<file path="src/rtl/atm_keypad_frontend.sv">
// atm_keypad_frontend: collects keypad digits into ATM request fields and
// presents LOGIN / OPERATION requests on a valid/ready handshake.
module atm_keypad_frontend #(
    parameter int TIMEOUT_CYCLES = 1000
) (
    input  logic        clk,
    input  logic        reset,
    input  logic        key_valid,
    input  logic [3:0]  key_code,
    input  logic        req_ready,
    output logic        req_valid,
    output logic        req_kind,
    output logic [11:0] acc_number,
    output logic [3:0]  pin,
    output logic [2:0]  menu_option,
    output logic [10:0] amount,
    output logic [11:0] dest_acc,
    output logic        exit,
    output logic        entry_error
);

    localparam int TW = $clog2(TIMEOUT_CYCLES + 1);

    typedef enum logic [2:0] {
        S_ACC, S_PIN, S_LOGIN, S_MENU, S_DEST, S_AMT, S_OP
    } state_t;

    state_t        r_state, w_state;
    logic [13:0]   r_buf, w_buf;
    logic [2:0]    r_cnt, w_cnt;
    logic [TW-1:0] r_timer, w_timer;
    logic [11:0]   r_acc, w_acc;
    logic [3:0]    r_pin, w_pin;
    logic [2:0]    r_menu, w_menu;
    logic [10:0]   r_amt, w_amt;
    logic [11:0]   r_dest, w_dest;
    logic          r_exit, w_exit;
    logic          r_err, w_err;

    logic          w_req;
    logic          w_key;
    logic          w_digit;
    logic          w_timeout;
    logic [2:0]    w_limit;
    logic [13:0]   w_sum;
    logic          w_le4095;

    assign w_req     = (r_state == S_LOGIN) || (r_state == S_OP);
    assign w_key     = key_valid && !w_req && (key_code <= 4'd12);
    assign w_digit   = w_key && (key_code < 4'd10);
    assign w_timeout = !w_req && (r_timer == TW'(TIMEOUT_CYCLES));
    assign w_limit   = (r_state == S_PIN || r_state == S_MENU) ? 3'd1 : 3'd4;
    assign w_sum     = r_buf * 14'd10 + {10'd0, key_code};
    assign w_le4095  = (r_buf <= 14'd4095);

    assign req_valid   = w_req;
    assign req_kind    = (r_state == S_OP);
    assign acc_number  = r_acc;
    assign pin         = r_pin;
    assign menu_option = r_menu;
    assign amount      = r_amt;
    assign dest_acc    = r_dest;
    assign exit        = r_exit;
    assign entry_error = r_err;

    // Next-state, field latching, pulse and inactivity-timer logic
    always_comb begin
        w_state = r_state;
        w_buf   = r_buf;
        w_cnt   = r_cnt;
        w_acc   = r_acc;
        w_pin   = r_pin;
        w_menu  = r_menu;
        w_amt   = r_amt;
        w_dest  = r_dest;
        w_exit  = 1'b0;
        w_err   = 1'b0;

        if (w_req) begin
            w_timer = r_timer;
        end else if (w_key || (r_state == S_ACC && r_cnt == 3'd0)) begin
            w_timer = '0;
        end else begin
            w_timer = r_timer + TW'(1);
        end

        if (w_timeout || (w_key && key_code == 4'd12)) begin
            w_state = S_ACC;
            w_buf   = '0;
            w_cnt   = '0;
            w_acc   = '0;
            w_pin   = '0;
            w_menu  = '0;
            w_amt   = '0;
            w_dest  = '0;
            w_timer = '0;
            w_exit  = 1'b1;
        end else if (w_req) begin
            if (req_ready) begin
                w_state = S_MENU;
            end
        end else if (w_digit) begin
            if (r_cnt < w_limit) begin
                w_buf = w_sum;
                w_cnt = r_cnt + 3'd1;
            end else begin
                w_err = 1'b1;
            end
        end else if (w_key && key_code == 4'd11) begin
            w_buf = '0;
            w_cnt = '0;
        end else if (w_key && key_code == 4'd10) begin
            w_buf = '0;
            w_cnt = '0;
            case (r_state)
                S_ACC: begin
                    if (r_cnt != 3'd0 && w_le4095) begin
                        w_acc   = r_buf[11:0];
                        w_state = S_PIN;
                    end else begin
                        w_err = 1'b1;
                    end
                end
                S_PIN: begin
                    if (r_cnt == 3'd1) begin
                        w_pin   = r_buf[3:0];
                        w_state = S_LOGIN;
                    end else begin
                        w_err = 1'b1;
                    end
                end
                S_MENU: begin
                    if (r_cnt == 3'd1 && r_buf >= 14'd3 && r_buf <= 14'd7) begin
                        w_menu = r_buf[2:0];
                        if (r_buf == 14'd3) begin
                            w_amt   = '0;
                            w_state = S_OP;
                        end else if (r_buf == 14'd6) begin
                            w_state = S_DEST;
                        end else begin
                            w_state = S_AMT;
                        end
                    end else begin
                        w_err = 1'b1;
                    end
                end
                S_DEST: begin
                    if (r_cnt != 3'd0 && w_le4095) begin
                        w_dest  = r_buf[11:0];
                        w_state = S_AMT;
                    end else begin
                        w_err = 1'b1;
                    end
                end
                S_AMT: begin
                    if (r_cnt != 3'd0 && r_buf <= 14'd2047) begin
                        w_amt   = r_buf[10:0];
                        w_state = S_OP;
                    end else begin
                        w_err = 1'b1;
                    end
                end
                default: begin
                    w_state = r_state;
                end
            endcase
        end
    end

    // State and datapath registers with synchronous reset
    always_ff @(posedge clk) begin
        if (reset) begin
            r_state <= S_ACC;
            r_buf   <= '0;
            r_cnt   <= '0;
            r_timer <= '0;
            r_acc   <= '0;
            r_pin   <= '0;
            r_menu  <= '0;
            r_amt   <= '0;
            r_dest  <= '0;
            r_exit  <= 1'b0;
            r_err   <= 1'b0;
        end else begin
            r_state <= w_state;
            r_buf   <= w_buf;
            r_cnt   <= w_cnt;
            r_timer <= w_timer;
            r_acc   <= w_acc;
            r_pin   <= w_pin;
            r_menu  <= w_menu;
            r_amt   <= w_amt;
            r_dest  <= w_dest;
            r_exit  <= w_exit;
            r_err   <= w_err;
        end
    end

endmodule

</file>
<file path="config.mk">
export PLATFORM = sky130hd
export DESIGN_NAME = atm_keypad_frontend
export DESIGN_NICKNAME = d
export VERILOG_FILES = /design/src/rtl/atm_keypad_frontend.sv
export SDC_FILE = /design/constraint.sdc
export NUM_CORES = 1
export LEC_CHECK = 0
export ABC_AREA = 1
export CORE_AREA = 2 2 91 93
export DETAILED_ROUTE_END_ITERATION = 8
export DIE_AREA = 0 0 93 95
export PLACE_DENSITY = 0.79
export REMOVE_ABC_BUFFERS = 1
export SLEW_MARGIN = 20
export SYNTH_ARGS = -nofsm -noshare
export SYNTH_HDL_FRONTEND = slang
export SYNTH_SLANG_ARGS = --single-unit
</file>
<file path="constraint.sdc">
create_clock -name clk -period 2.9 [get_ports clk]
set_clock_uncertainty 0.15 [all_clocks]
set_input_delay 0.87 -clock clk [delete_from_list [all_inputs] [get_ports clk]]
set_output_delay 0.87 -clock clk [all_outputs]
set_load 0.005 [all_outputs]
</file>
# --- Word level (Yosys, flattened, before mapping) ---
# Cells that the tools add are included.
op_classes:
  addsub: 3
  n_mul: 1
  n_reduce_logical: 34
  magnitude_cmp: 7
  muxes: 37
  eq_ne: 25
  n_bitwise: 3
op_table:
  columns: ["op", "count"]
  rows:
  - ["$mux 14", 4]
  - ["$mux 3", 15]
  - ["$mux 11", 3]
  - ["$reduce_and 6->1", 4]
  - ["$pmux 11 s2", 1]
  - ["$pmux 3 s5", 1]
  - ["$add 14x4->14", 1]
  - ["$eq 14x2->1 const B", 1]
  - ["$eq 14x3->1 const B", 1]
  - ["$ge 14x2->1 const B", 1]
  - ["$le 14x11->1 const B", 1]
  - ["$le 14x12->1 const B", 1]
  - ["$le 14x3->1 const B", 1]
  - ["$mul 14x3->13 const B", 1]
  - ["$eq 4x4->1 const B", 3]
  - ["$logic_and 1x1->1", 12]
  - ["$add 10x1->10 const B", 1]
  - ["$eq 10x10->1 const B", 1]
  - ["$mux 1", 10]
  - ["$mux 10", 1]
  - ["$reduce_and 10->1", 1]
  - ["$eq 3x3->1 const B", 3]
  - ["$ne 3x2->1 const B", 3]
  - ["$ne 2x2->1 const B", 4]
  - ["21 further kinds", 35]
totals:
  wordCells: 121
  register_bits: 74
  in_bits: 8

# --- Longest topological paths before layout ---
# Gate-level depths: netlist of the first run.
logic_depth:
  ltp_word: 10
  ltp_mapped: 14
  depth_no_buf: 14

# --- Worst setup path after synthesis of the first run ---
# Ideal clock, no wire load.
synth_path:
  path_kind: "register to register"
  from: "reg r_buf[1]"
  to: "reg r_buf[11]"
  synth_period_minus_slack_ps: 2568
  setup_ps: 70
  t_arrival_ps: 2348
  path_stages_with_launch: 12
  n_path_buf: 0
  path_slack_ps: 332
  path_cell_list: "dfxtp_1 ha_1 ha_1 fa_1 nand3_1 nor2_1 nand3_1 nor2_1 inv_1 o21ai_0 nand3_1 a21oi_1"
synth_via:
  elab_chain_len: 4
synth_lines:
  columns: ["element", "line", "source"]
  rows:
  - ["start: declaration", "29", "logic [13:0] r_buf, w_buf;"]
  - ["start signal: assignment", "186", "r_buf <= w_buf;"]
  - ["$mul 14x3->13", "53", "assign w_sum = r_buf * 14'd10 + {10'd0, key_code};"]
  - ["$add 14x4->14", "53", null]
  - ["$mux 14", "103", "if (r_cnt < w_limit) begin"]
  - ["$mux 14", "102", "end else if (w_digit) begin"]
# No other way between the ends. The select of a mux whose other input is x is not followed.
# A chain may end at the register's enable or synchronous reset.

# --- Worst setup path in the final report of the first run ---
layout_path:
  from: "in key_code[1]"
  to: "reg r_buf[11]"
layout_via:
  elab_chain_len: 5
  elab_cells_between_ends: 19
  cone_classes: "1 x add/sub; 2 x order compare; 4 x eq/ne; 3 x mux; 9 x reduce/logical"
layout_lines:
  columns: ["element", "line", "source"]
  rows:
  - ["start: declaration", "9", "input logic [3:0] key_code,"]
  - ["parallel branches: the longest is 5 deep, another holds $add 14x4->14", null, null]
# Several ways; the timed one is not identified. The select of a mux whose other input is x is not followed.

==> results of run 1 <==
registers in the layout, indices dropped and copies added (netlist names):
| signal | cells |
|---|---|
| r_buf | 14 |
| acc_number | 12 |
| dest_acc | 12 |
| amount | 11 |
| r_timer | 10 |
| pin | 4 |
| menu_option | 3 |
| r_cnt | 3 |
| r_state | 3 |
| entry_error | 1 |
| exit | 1 |
per-stage QoR:
stage                     area [um2]  power (mW)
after CTS                       5250        2.20
after floorplan                 4120        1.21
after global routing            5260        2.28
final                           5260        2.19
after detailed placement        5020        1.30
after global placement          5020        1.30
area by class of cell:
class / instances / area [um2]
Clock buffer: 11 / 151
Clock inverter: 4 / 75.1
Fill cell: 684 / 2670
Inverter: 77 / 294
Multi-Input combinational cell: 394 / 2350
Sequential cell: 74 / 1480
Tap cell: 105 / 131
Timing Repair Buffer: 82 / 773
routing by layer:
metal / up-vias / share of wire / track usage
met3: 15 / 0.040 / 0.0375
met5: - / 0 / 0
met1: 1838 / 0.45 / 0.307
met2: 87 / 0.50 / 0.410
li1: 2016 / - / -
met4: 0 / 0.015 / 0.0907
cells in the final DEF (no fill, tap or decap), types with 5 or more instances in the layout:
cell,synthesis,routed
nand2_1,95,95
dfxtp_1,74,74
inv_1,66,66
a21oi_1,62,62
clkdlybuf4s50_1,0,53
nor2_1,45,42
nand3_1,39,39
o21ai_0,29,29
ha_1,28,28
buf_4,2,27
o21ai_1,17,17
a211oi_2,11,11
clkbuf_8,0,11
inv_2,10,10
nor3_1,10,10
a21oi_2,8,8
nor2_4,5,5
worst register-to-register path: stages (launching register included):
cell and delay [ps]:
dfxtp_1 330, ha_1 300, ha_1 250, fa_1 410, nand2_1 80, nand2_1 110, nand2_1 90, nand2_1 60
nand2_1 120, nand3_1 120, nor2_2 170, inv_1 70, o21ai_0 140, nand3_1 90, a21oi_1 120
worst max-delay path by stage:
stage / endpoint / slack, ps / start / cells after the start
3_3_place_gp: r_buf[11]$_SDFFE_PP0P_ / -170 / key_code[1] / 13
2_1_floorplan: r_buf[11]$_SDFFE_PP0P_ / 320 / r_buf[1]$_SDFFE_PP0P_ / 11
3_5_place_dp: r_buf[11]$_SDFFE_PP0P_ / -250 / key_code[1] / 13
6_report: r_buf[11]$_SDFFE_PP0P_ / 190 / key_code[1] / 13
5_1_grt: r_buf[11]$_SDFFE_PP0P_ / -20 / key_code[1] / 13
4_1_cts: r_buf[11]$_SDFFE_PP0P_ / 120 / key_code[1] / 13
cells by family after synthesis:
family                     after synthesis  synth area share
and+or+nand+nor                        221             0.250
adders and majority gates               30            0.0921
AOI/OAI and AO/OA                      138             0.200
xor gates and xnor gates                 5            0.0103
buffers and inverters                   91            0.0986
DFF                                     74             0.349
where the power goes:
| part | switching, mW | leakage (nW) | internal (mW) |
|---|---|---|---|
| Sequential | 0.0128 | 0.597 | 1.03 |
| Combinational | 0.152 | 1.46 | 0.0930 |
| Clock | 0.380 | 0.108 | 0.527 |
| Total | 0.544 | 2.16 | 1.65 |
==> flow_summary.json, run 1 <==
{
  "fin_nets": 676,
  "finalHoldViolCount": 0,
  "clk_pin_slew_worst_paths_ps": 80,
  "ys_warn_count": 0,
  "crit_path_cell_trace": "clkdlybuf4s50_1 -> ha_1 -> fa_1 -> nand2_1 -> nand2_1 -> nand3_1 -> nor2_2 -> nand3_1 -> nor2_2 -> inv_1 -> o21ai_0 -> nand3_1 -> a21oi_1",
  "fin_util": 0.663,
  "postCtsHoldBufs": 0,
  "slowest_stage": "clkdlybuf4s50_1",
  "post-place-ws_ps": -247,
  "r2r-end": "r_buf[11]$_SDFFE_PP0P_",
  "dp.cells": 732,
  "root_buffer": "clkbuf_8",
  "period_share": 0.935,
  "port-buffer-count": 53,
  "grt_pass1_wl_mm": 16.9,
  "dp_hpwl_mm": 7.72,
  "core_area_mm2": 0.00793,
  "wl_per_cell_um": 13.5,
  "seq_area_frac_synth": 0.349,
  "critPathMaxStageDelay_ps": 480,
  "whs_endpoint": "acc_number[8]$_SDFFE_PP0P_",
  "cp-start-kind": "input port",
  "path_common_cell": "nand3_1",
  "p_leak_nw": 2.16,
  "synth-edff-count": 0,
  "dieArea_mm2": 0.00884,
  "holdWs_ps": 294,
  "synth.largest_area_cell": "dfxtp_1",
  "routed_wl_mm": 10.1,
  "rsz0062_at_grt": "true",
  "ys_async_sr_fraction": 0,
  "p_per_area_mw_per_mm2": 417,
  "grt-ovfl-total": 0,
  "path_class": "input port to flop",
  "io_pins": 54,
  "n_antenna_cell": 0,
  "synth.area.top_cells": "dfxtp_1, nand2_1, ha_1, a21oi_1, inv_1",
  "slew_headroom": 0.507,
  "numCtsBuffers": 9,
  "slew_violations": 0,
  "syn-cell-area_mm2": 0.00424,
  "viasPerCell": 5.30,
  "cp.required_ps": 3030,
  "cts_tree": "done",
  "max_cap_violations": 0,
  "layout.cells.non_filler": 747,
  "tightest_slew_ps": 738,
  "hold_start": "acc_number[8]$_SDFFE_PP0P_",
  "grt_max_degree": 23,
  "dominantRegCellSynth": "dfxtp_1",
  "fin_crit_ps": 2710,
  "fmax_mhz": 369,
  "critical-path-top-delay-family": "simple AND/OR/NAND/NOR gates",
  "die_x_um": 93,
  "clock_path_buffers": 2,
  "setup_ws_ps": 189,
  "yosysUniqueCellTypes": 46,
  "postCtsResizedCells": 0,
  "worst-path-buf-inv": 2,
  "synth_most_common_cell": "nand2_1",
  "peakVddDrop_v": 0.000244,
  "drive_gt1_frac": 0.160,
  "first_pass_iters": 5,
  "drc": 0,
  "avgSynthCellArea_um2": 7.59,
  "worst-r2r-cell-count": 14,
  "ys_ff_latch": 74,
  "grt_usage": 0.240,
  "netlist.area_leader.share": 0.349,
  "start_util": 0.535,
  "ant_nets": 0,
  "drtIter0Drc": 191,
  "clk_latency_ps": 350,
  "die_y_um": 95,
  "grt_pass1_vias": 3731,
  "cts_setup_buffers": 0,
  "area_growth_pct": 23.9,
  "reg2reg_slack_ps": 240,
  "status": "finished, final reports clean",
  "hp-class": "flop to flop",
  "tns_ps": 0,
  "arrival_ps": 2840,
  "crit_path_max_fanout": 4,
  "htree_levels": 3,
  "std_cell_rows": 33,
  "whs_path_depth": 2,
  "cts.sinks": 74,
  "netlist_instances": 559,
  "synth_common_cells": "nand2_1, dfxtp_1, inv_1, a21oi_1, nor2_1",
  "rr_startpoint": "r_buf[1]$_SDFFE_PP0P_",
  "gp_congestion": 0.840,
  "endpoint_kind": "flop",
  "num_vias": 3956,
  "antenna_found_initial": 0,
  "finalSetupViolations": 0
}
Note: power is estimated with default switching activity, not from simulation.
==> run 2: changes to the inputs <==
==> constraint.sdc (replaced) <==
create_clock -name clk -period 2.9 [get_ports clk]
set_clock_uncertainty 0.15 [all_clocks]
set_input_delay 0.87 -clock clk [delete_from_list [all_inputs] [get_ports clk]]
set_output_delay 0.87 -clock clk [all_outputs]
set_load 0.02 [all_outputs]
==> results of run 2 <==
The final DEF is identical to that of run 1. Status: finished, final reports clean.
Among the figures that moved: setup slack after layout 189 ps -> 120 ps; start point of the critical path key_code[1] -> r_state[2]$_SDFFE_PP0P_; end point of the critical path r_buf[11]$_SDFFE_PP0P_ -> req_kind
